### config.mk
export PLATFORM = sky130hd
export DESIGN_NAME = gf16_fac_mul_seq
export DESIGN_NICKNAME = d
export VERILOG_FILES = /design/src/rtl/gf16_fac_pkg.sv /design/src/rtl/gf4_mul_fac.sv /design/src/rtl/gf16_fac_mul_seq.sv
export SDC_FILE = /design/constraint.sdc
export NUM_CORES = 1
export LEC_CHECK = 0
export CORE_UTILIZATION = 50
export DETAILED_ROUTE_END_ITERATION = 16
export PLACE_DENSITY_LB_ADDON = 0.3
export SYNTH_ARGS = -nofsm -noshare
export SYNTH_HDL_FRONTEND = slang
export SYNTH_SLANG_ARGS = --single-unit
### constraint.sdc
create_clock -name clk -period 1.5 [get_ports clk]
set_input_delay 0.3 -clock clk [delete_from_list [all_inputs] [get_ports clk]]
set_output_delay 0.3 -clock clk [all_outputs]
set_load 0.005 [all_outputs]
### src/rtl/gf16_fac_pkg.sv
// Shared types and field positions for the 9-bit shared-factor GF(2^4) operand format.
// Each 3-bit group is {xor of element bits, 2-bit GF(2^2) element}.
package gf16_fac_pkg;
  localparam int FAC_W       = 9;
  localparam int FAC_SUM_MSB = 8;
  localparam int FAC_HI_MSB  = 5;
  localparam int FAC_LO_MSB  = 2;

  typedef enum logic [2:0] {IDLE, MUL_LO, MUL_HI, MUL_SUM, DONE} state_e;

  // A group is inconsistent when its sum bit disagrees with its element bits.
  function automatic logic fac_bad(input logic [FAC_W-1:0] f);
    return (^f[FAC_SUM_MSB -: 3]) | (^f[FAC_HI_MSB -: 3]) | (^f[FAC_LO_MSB -: 3]);
  endfunction
endpackage

### src/rtl/gf4_mul_fac.sv
// Combinational GF(2^2) normal-basis multiplier that reuses the supplied sum bits
// instead of recomputing them, so the shared factor is consumed as delivered.
module gf4_mul_fac (
  input  logic [1:0] x_i,
  input  logic       xs_i,
  input  logic [1:0] y_i,
  input  logic       ys_i,
  output logic [1:0] z_o
);
  logic e;

  assign e   = xs_i & ys_i;
  assign z_o = {(x_i[1] & y_i[1]) ^ e, (x_i[0] & y_i[0]) ^ e};
endmodule

### src/rtl/gf16_fac_mul_seq.sv
// Sequential GF(2^4) normal-basis multiplier on factored operands: one GF(2^2)
// multiplier is reused for the lo, hi and sum groups over three cycles.
module gf16_fac_mul_seq
  import gf16_fac_pkg::*;
#(
  parameter bit CHECK_FAC = 1'b1
) (
  input  logic       clk,
  input  logic       rst,
  input  logic       in_valid,
  output logic       in_ready,
  input  logic [8:0] fa,
  input  logic [8:0] fb,
  output logic       out_valid,
  input  logic       out_ready,
  output logic [3:0] out_p,
  output logic       out_err
);
  state_e           state_q, state_d;
  logic [FAC_W-1:0] fa_q, fa_d, fb_q, fb_d;
  logic [1:0]       plo_q, plo_d, phi_q, phi_d;
  logic [3:0]       p_q, p_d;
  logic             err_q, err_d;
  logic [2:0]       ga, gb;
  logic [1:0]       m_z, ms_n;

  // Operand group steering for the shared multiplier.
  always_comb begin
    ga = fa_q[FAC_LO_MSB -: 3];
    gb = fb_q[FAC_LO_MSB -: 3];
    case (state_q)
      MUL_HI: begin
        ga = fa_q[FAC_HI_MSB -: 3];
        gb = fb_q[FAC_HI_MSB -: 3];
      end
      MUL_SUM: begin
        ga = fa_q[FAC_SUM_MSB -: 3];
        gb = fb_q[FAC_SUM_MSB -: 3];
      end
      default: ;
    endcase
  end

  gf4_mul_fac u_mul (
    .x_i  (ga[1:0]),
    .xs_i (ga[2]),
    .y_i  (gb[1:0]),
    .ys_i (gb[2]),
    .z_o  (m_z)
  );

  // Scale by N: {a,b} -> {b, a^b}.
  assign ms_n = {m_z[0], m_z[1] ^ m_z[0]};

  always_comb begin
    state_d   = state_q;
    fa_d      = fa_q;
    fb_d      = fb_q;
    plo_d     = plo_q;
    phi_d     = phi_q;
    p_d       = p_q;
    err_d     = err_q;
    in_ready  = 1'b0;
    out_valid = 1'b0;
    case (state_q)
      IDLE: begin
        in_ready = 1'b1;
        if (in_valid) begin
          fa_d    = fa;
          fb_d    = fb;
          state_d = MUL_LO;
        end
      end
      MUL_LO: begin
        plo_d   = m_z;
        state_d = MUL_HI;
      end
      MUL_HI: begin
        phi_d   = m_z;
        state_d = MUL_SUM;
      end
      MUL_SUM: begin
        p_d     = {phi_q ^ ms_n, plo_q ^ ms_n};
        err_d   = CHECK_FAC & (fac_bad(fa_q) | fac_bad(fb_q));
        state_d = DONE;
      end
      DONE: begin
        out_valid = 1'b1;
        if (out_ready) begin
          // Scrub operand shares and partials once the product has left.
          fa_d    = '0;
          fb_d    = '0;
          plo_d   = '0;
          phi_d   = '0;
          state_d = IDLE;
        end
      end
      default: state_d = IDLE;
    endcase
  end

  always_ff @(posedge clk or posedge rst) begin
    if (rst) begin
      state_q <= IDLE;
      fa_q    <= '0;
      fb_q    <= '0;
      plo_q   <= '0;
      phi_q   <= '0;
      p_q     <= '0;
      err_q   <= 1'b0;
    end else begin
      state_q <= state_d;
      fa_q    <= fa_d;
      fb_q    <= fb_d;
      plo_q   <= plo_d;
      phi_q   <= phi_d;
      p_q     <= p_d;
      err_q   <= err_d;
    end
  end

  assign out_p   = p_q;
  assign out_err = err_q;
endmodule

==> impl_metrics.py, run 1 <==
metrics = {
    "run_status": {
        "status": "completed",
    },
    "floorplanning": {
        "die_area_sq_um": 3055,
        "io_pins": 29,
        "start_util": 0.5526,
        "die-height_um": 55.27,
        "die_w_um": 55.27,
        "core_area_sq_um": 2567,
        "rows": 18,
    },
    "setup_path": {
        "required_ps": 1720,
        "worstSetupStartpointType": "flop",
        "slowest_stage": "dfrtp_1",
        "worstPathCellList": "buf_4, and3b_1, a31oi_2, xnor2_1, a32o_1",
        "crit_type": "reg -> reg",
        "cp.depth": 5,
        "crit_buf_inv": 1,
        "cp_data_arrival_time_ps": 1690,
        "r2r_cells": 5,
        "slowest_delay_ps": 400,
        "crit_family": "compound AO/OA/AOI/OAI gates",
        "cp-end-kind": "flop",
        "cp_max_fo": 12,
    },
    "logic_synthesis": {
        "syn_area_per_cell_sq_um": 11.08,
        "synth_area_leader_cell": "dfrtp_1",
        "synth_top_area_frac": 0.5291,
        "synthesis.area_sq_um": 1419,
        "synth_most_common_cell": "dfrtp_1",
        "yosys-top-cells-count": "dfrtp_1 (30), xnor2_1 (22), a22o_1 (18)",
        "yosysWarnings": 0,
        "postSynthCellCount": 128,
        "async_reset_ff_frac": 1.000,
        "synth_seq_cells": 30,
        "synth_flop_cell": "dfrtp_1",
        "synth_edf_count": 0,
        "yosysSeqAreaShare": 0.5291,
        "synth_cell_types": 25,
        "synth_nets": 150,
        "ys_top_cells_by_area": "dfrtp_1 (53%), xnor2_1 (14%), a22o_1 (11%), nand2_1 (4.0%), o21ai_0 (2.5%)",
    },
    "drt": {
        "dr_total_vias": 1077,
        "drt_iter0_drc": 19,
        "viasPerCell": 5.467,
        "wirelength_mm": 2.924,
        "routedWlPerCell_um": 14.84,
        "drc_errors": 0,
        "antenna_violating_nets_post_route": 0,
        "first_pass_iters": 4,
    },
    "cts": {
        "cts_buffers": 5,
        "htreeDepth": 2,
        "clock_latency_ps": 330,
        "clock-sinks": 30,
        "cts_buffer_depth": 2,
        "cts-root-buf": "clkbuf_4",
        "cts_tree": "done",
        "clk_pin_slew_ps": 100,
        "hold_buffers": 0,
    },
    "placed_design": {
        "dpl.cell_count": 188,
        "placed_cell_area_sq_um": 1769,
        "port_buffers": 28,
        "dp.final_hpwl_mm": 2.158,
        "place.gp.congestion": 0.7809,
    },
    "global_routing": {
        "grtUsageTotal": 0.2176,
        "gr-total-overflow": 0,
        "grt_pass1_wl_mm": 5.106,
        "gr-max-usage-layer": "met2",
        "grt_use_met3": 0.07963,
        "grtUsageMet2": 0.3683,
        "grt_max_degree": 31,
        "gr-usage-met1": 0.2523,
        "grt_antenna_before_repair": 0,
        "grt_pass1_vias": 1132,
    },
    "sta": {
        "period_share": 0.9784,
        "setup_viol": 0,
        "fmax_ghz": 0.6814,
        "hold_viol": 0,
        "rsz0062_at_grt": "true",
        "slew_headroom": 0.7544,
        "period_minus_slack_ps": 1468,
        "finalMaxSlewViolations": 0,
        "worst_pin_slew_ps": 368.4,
        "fin_worst_skew_ps": 5.929,
        "holdWs_ps": 335.9,
    },
    "final_layout": {
        "layout.nets": 188,
        "fin_area_sq_um": 1844,
        "multi_input_area_sq_um": 633.1,
        "diodes": 0,
        "seq_area_sq_um": 750.7,
        "fill_cells": 200,
        "instances_no_fill": 197,
        "area_growth_pct": 29.98,
        "drive_above_1_share": 0.1377,
    },
    "pwr": {
        "power_frac_comb": 0.481,
        "internal_power_w": 0.002460,
        "p_seq_frac": 0.390,
        "power_switching_share": 0.3749,
        "p_per_area_nw_per_um2": 2133,
        "vdd_drop_max_uv": 1404,
        "leakage_nw": 0.8598,
        "p_switching_w": 0.001475,
        "pwr-share-clk": 0.129,
    },
    "run": {
        "drv_cap": 0,
    },
    "min_path": {
        "min_path_type": "in -> async",
    },
}
## cell type report
class,instances,share of cell area
Multi-Input combinational cell,90,0.3433
Sequential cell,30,0.4071
Timing Repair Buffer,36,0.1906
Clock buffer,7,0.02985
Inverter,3,0.006106
Tap cell,30,0.02035
Clock inverter,1,0.002714
## kinds of logic after synthesis
group,count (synthesis),synth area share
compound gates,36,0.1958
flops,30,0.5291
simple gates,29,0.08995
xor+xnor,25,0.1543
buf+inv,8,0.03086
## tightest hold or removal path: cells and delay by family
kind	cells	cell delay, ps
buf+inv	3	790
## sequential cells by signal, indices dropped and copies added (netlist names)
name and cells:
fa_q 9, fb_q 9, out_err 1, out_p 4, phi_q 2, plo_q 2
state_q 3
## what timing repair did
item                                    4_1_cts  5_1_grt
gates resized for setup                       8        9
pin swaps                                     1        0
setup buffers                                 2        0
hold endpoints to repair                      0        0
endpoints found under the setup margin       21       32
## metrics by stage
stage / power, W / setup WS, ps / util / TNS (ps)
after floorplan: 0.002841 / 129.1 / - / 0
after global placement: 0.003346 / -100.6 / 0.6891 / -1755
after CTS: 0.003987 / 3.906 / 0.7188 / 0
after global routing: 0.004225 / -91.36 / 0.7183 / -236.8
final: 0.003935 / 32.36 / 0.7183 / 0
after detailed placement: 0.003444 / -161.7 / 0.6891 / -2519
## metal layers
layer,vias up,wire (um)
li1,525,-
met1,521,1240
met2,27,1502
met3,4,145
met4,0,35
met5,-,0
## worst paths after layout
kind	startpoint	end	slack, ps
max reg2reg	state_q[0]$_DFFE_PP0P_	phi_q[1]$_DFFE_PP0P_	30
min in group clk	out_p[0]$_DFFE_PP0N_	out_p[0]$_DFFE_PP0N_	480
max in group asynchronous	rst	fb_q[8]$_DFFE_PP0P_	890
max	state_q[0]$_DFFE_PP0P_	phi_q[1]$_DFFE_PP0P_	30
min	rst	fb_q[0]$_DFFE_PP0P_	340
min reg2reg	out_p[0]$_DFFE_PP0N_	out_p[0]$_DFFE_PP0N_	480
## power by group through the flow
stage	combinational, W	clock [W]	sequential, W
finish	0.00189	0.000507	0.00154
global route	0.00208	0.000558	0.00159
CTS	0.00194	0.000516	0.00153
detailed placement	0.00190	0	0.00154
global placement	0.00183	0	0.00151
floorplan	0.00138	0	0.00146
## cells in the final DEF, fill, tap and decap left out, types with 3 or more instances in the layout
| cell | netlist | routed |
|---|---|---|
| nor2_1 | 6 | 6 |
| clkbuf_4 | 0 | 5 |
| xor2_1 | 3 | 3 |
| xnor2_1 | 22 | 22 |
| nand2_1 | 15 | 15 |
| dfrtp_1 | 30 | 30 |
| clkdlybuf4s50_1 | 0 | 21 |
| o21ai_0 | 7 | 6 |
| buf_4 | 3 | 7 |
| a22o_1 | 18 | 18 |
| dlymetal6s2s_1 | 0 | 4 |
| inv_1 | 3 | 3 |
| a21oi_1 | 3 | 3 |
Power figures use the tool's default switching activity.
==> inputs of run 2 (changes only) <==
--- a/config.mk
+++ b/config.mk
@@ -5,9 +5,10 @@
 export SDC_FILE = /design/constraint.sdc
 export NUM_CORES = 1
 export LEC_CHECK = 0
-export CORE_UTILIZATION = 50
+export CORE_UTILIZATION = 51
 export DETAILED_ROUTE_END_ITERATION = 16
 export PLACE_DENSITY_LB_ADDON = 0.3
 export SYNTH_ARGS = -nofsm -noshare
 export SYNTH_HDL_FRONTEND = slang
+export SYNTH_HIERARCHICAL = 1
 export SYNTH_SLANG_ARGS = --single-unit
==> impl_metrics.py, run 2 <==
metrics = {
    "run_status": {
        "status": "finished, violations left",
        "failed_checks": "design-rule violations, negative setup slack",
    },
    "final_layout": {
        "instances_no_fill": 223,
        "diodes": 0,
        "fill_cells": 180,
        "drive_above_1_share": 0.3021,
        "area_growth_pct": 38.44,
        "layout.nets": 213,
        "fin_area_sq_um": 2181,
        "layout_common_cells": "dfrtp_1 (29), buf_4 (28), clkdlybuf4s50_1 (21), a22o_1 (18), nand2_1 (13)",
        "layout_commonest_cell": "dfrtp_1",
    },
    "pwr": {
        "p_per_area_nw_per_um2": 2418,
        "p_switching_w": 0.001978,
        "vdd_drop_max_uv": 1439,
        "power_frac_comb": 0.624,
        "power_switching_share": 0.3750,
        "pwr-share-clk": 0.098,
        "internal_power_w": 0.003296,
        "p_seq_frac": 0.279,
        "leakage_nw": 1.055,
    },
    "setup_path": {
        "cp-end-kind": "flop",
        "crit_family": "compound AO/OA/AOI/OAI gates",
        "crit_type": "reg -> reg",
        "regToRegSetupSlack_ps": -300,
        "worstPathCellList": "buf_6, mux2i_1, o21ai_1, nand2_2, xor2_2, buf_6, o21a_1, o22a_1",
        "slowest_delay_ps": 430,
        "slowest_stage": "dfrtp_2",
        "path_common_cell": "buf_6",
        "cp_max_fo": 7,
        "required_ps": 1740,
        "cp_data_arrival_time_ps": 2050,
        "crit_buf_inv": 2,
        "worstSetupStartpointType": "flop",
        "r2r_end": "phi_q[0]$_DFFE_PP0P_",
        "worstReg2RegStart": "state_q[0]$_DFFE_PP0P_",
        "r2r_cells": 8,
    },
    "drt": {
        "dr_total_vias": 1268,
        "antenna_violating_nets_post_route": 0,
        "first_pass_iters": 10,
        "drt_iter0_drc": 56,
        "drc_errors": 1,
        "wirelength_mm": 3.783,
        "viasPerCell": 5.686,
        "routedWlPerCell_um": 16.96,
    },
    "logic_synthesis": {
        "yosysSeqAreaShare": 0.4766,
        "synth_seq_cells": 30,
        "synth_flop_cell": "dfrtp_1",
        "ys_top_cells_by_area": "dfrtp_1 (48%), a22o_1 (10%), xnor3_1 (8.6%), mux2i_1 (3.8%), nand2_1 (3.3%)",
        "synth_most_common_cell": "dfrtp_1",
        "syn_area_per_cell_sq_um": 11.84,
        "synth_cell_types": 32,
        "synth_nets": 155,
        "async_reset_ff_frac": 1.000,
        "yosysWarnings": 6,
        "yosys-top-cells-count": "dfrtp_1 (30), a22o_1 (18), nand2_1 (14)",
        "synth_edf_count": 0,
        "synth_area_leader_cell": "dfrtp_1",
        "postSynthCellCount": 133,
        "synth_top_area_frac": 0.4766,
        "synthesis.area_sq_um": 1575,
    },
    "sta": {
        "fin_worst_skew_ps": 7.622,
        "period_minus_slack_ps": 1804,
        "period_share": 1.203,
        "hold_viol": 0,
        "setup_ws_ps": -304.3,
        "fmax_ghz": 0.5542,
        "slew_headroom": 0.7488,
        "setup_viol": 10,
        "finalMaxSlewViolations": 0,
        "worst_pin_slew_ps": 376.8,
        "rsz0062_at_grt": "true",
    },
    "cts": {
        "clk_pin_slew_ps": 100,
        "clock-sinks": 30,
        "clock_latency_ps": 340,
        "cts_buffer_depth": 2,
        "cts_buffers": 5,
        "cts_tree": "done",
        "htreeDepth": 2,
        "cts-root-buf": "clkbuf_4",
        "hold_buffers": 0,
    },
    "min_path": {
        "min_path_type": "in -> async",
    },
    "global_routing": {
        "grtUsageTotal": 0.2524,
        "grt_pass1_wl_mm": 5.934,
        "grt_max_degree": 31,
        "grt_pass1_vias": 1273,
        "grt_antenna_before_repair": 0,
        "gr-total-overflow": 0,
    },
    "placed_design": {
        "placed_cell_area_sq_um": 2017,
        "port_buffers": 28,
        "dp_slack_ps": -384.7,
        "dp.final_hpwl_mm": 2.399,
        "place.gp.congestion": 0.7717,
        "dpl.cell_count": 207,
    },
    "floorplanning": {
        "die_area_sq_um": 3315,
        "start_util": 0.5568,
        "core_area_sq_um": 2829,
        "rows": 19,
        "die_w_um": 57.58,
        "die-height_um": 57.58,
        "io_pins": 29,
    },
    "run": {
        "drv_cap": 0,
    },
}
## run 2: what timing repair did
action                     CTS  global route
setup buffers                7             1
pin swaps                    7            10
resized for setup           20             7
gates cloned                 0             1
setup endpoints to repair   15            13
hold endpoints to repair     0             0
## run 2: power groups by stage
stage	registers (W)	clock network, W	logic [W]
floorplan	0.00143	0	0.00214
global placement	0.00149	0	0.00276
detailed placement	0.00150	0	0.00287
CTS	0.00145	0.000532	0.00315
global route	0.00150	0.000563	0.00355
finish	0.00147	0.000515	0.00329
## run 2: metal layers
layer,share of wire,up-vias,track usage,routed length (um)
met5,0,-,0,0
met4,0.058,0,0.2056,218
met3,0.055,20,0.06576,207
met2,0.50,48,0.4103,1909
met1,0.38,608,0.2775,1447
li1,-,592,-,-
## run 2: worst min-delay path, cell delays in order
cell and delay (ps):
clkdlybuf4s50_1 390, inv_1 50, buf_4 340
## run 2: cells by family after synthesis
kind of cell,Yosys count,share of synthesized area
AOI/OAI and AO/OA,38,0.1755
xor gates and xnor gates,14,0.1303
buffers and inverters,12,0.06274
DFF,30,0.4766
muxes,7,0.04766
and+or+nand+nor,32,0.1072
## run 2: final cells by class
cell class / count / area, sq um / area share
multi-input combinational: 92 / 795.8 / 0.3649
inverter: 2 / 7.507 / 0.003442
clock buffer: 7 / 55.05 / 0.02524
timing repair buffer: 60 / 526.8 / 0.2415
clock inverter: 1 / 5.005 / 0.002295
tap: 31 / 38.79 / 0.01779
sequential: 30 / 752.0 / 0.3448
## run 2: worst max path at each step
| stage | from | end | slack (ps) | depth (start not counted) |
|---|---|---|---|---|
| after floorplan | state_q[0]$_DFFE_PP0P_ | out_p[0]$_DFFE_PP0N_ | -290 | 10 |
| after global placement | state_q[0]$_DFFE_PP0P_ | out_p[2]$_DFFE_PP0N_ | -250 | 7 |
| after detailed placement | state_q[0]$_DFFE_PP0P_ | out_p[2]$_DFFE_PP0N_ | -380 | 8 |
| after CTS | state_q[0]$_DFFE_PP0P_ | phi_q[0]$_DFFE_PP0P_ | -270 | 8 |
| after global routing | state_q[0]$_DFFE_PP0P_ | out_p[0]$_DFFE_PP0N_ | -390 | 9 |
| final | state_q[0]$_DFFE_PP0P_ | phi_q[0]$_DFFE_PP0P_ | -300 | 8 |
## run 2: metrics by stage
| step | utilization | setup TNS (ps) | power [W] | hold slack [ps] |
|---|---|---|---|---|
| final | 0.7709 | -2109 | 0.005274 | 317.9 |
| after global routing | 0.7709 | -2710 | 0.005615 | 344.5 |
| after CTS | 0.7607 | -1777 | 0.005125 | 314.6 |
| after detailed placement | 0.7130 | -2783 | 0.004371 | 470.1 |
| after global placement | 0.7130 | -1862 | 0.004249 | 465.8 |
| after floorplan | - | -1182 | 0.003569 | 390.8 |
==> inputs of run 3 (changes only) <==
--- a/config.mk
+++ b/config.mk
@@ -5,6 +5,7 @@
 export SDC_FILE = /design/constraint.sdc
 export NUM_CORES = 1
 export LEC_CHECK = 0
+export CORE_MARGIN = 1
 export CORE_UTILIZATION = 51
 export DETAILED_ROUTE_END_ITERATION = 16
 export PLACE_DENSITY_LB_ADDON = 0.3
==> results of run 3 <==
Final layout, timing and power as in run 2 (identical DEF).
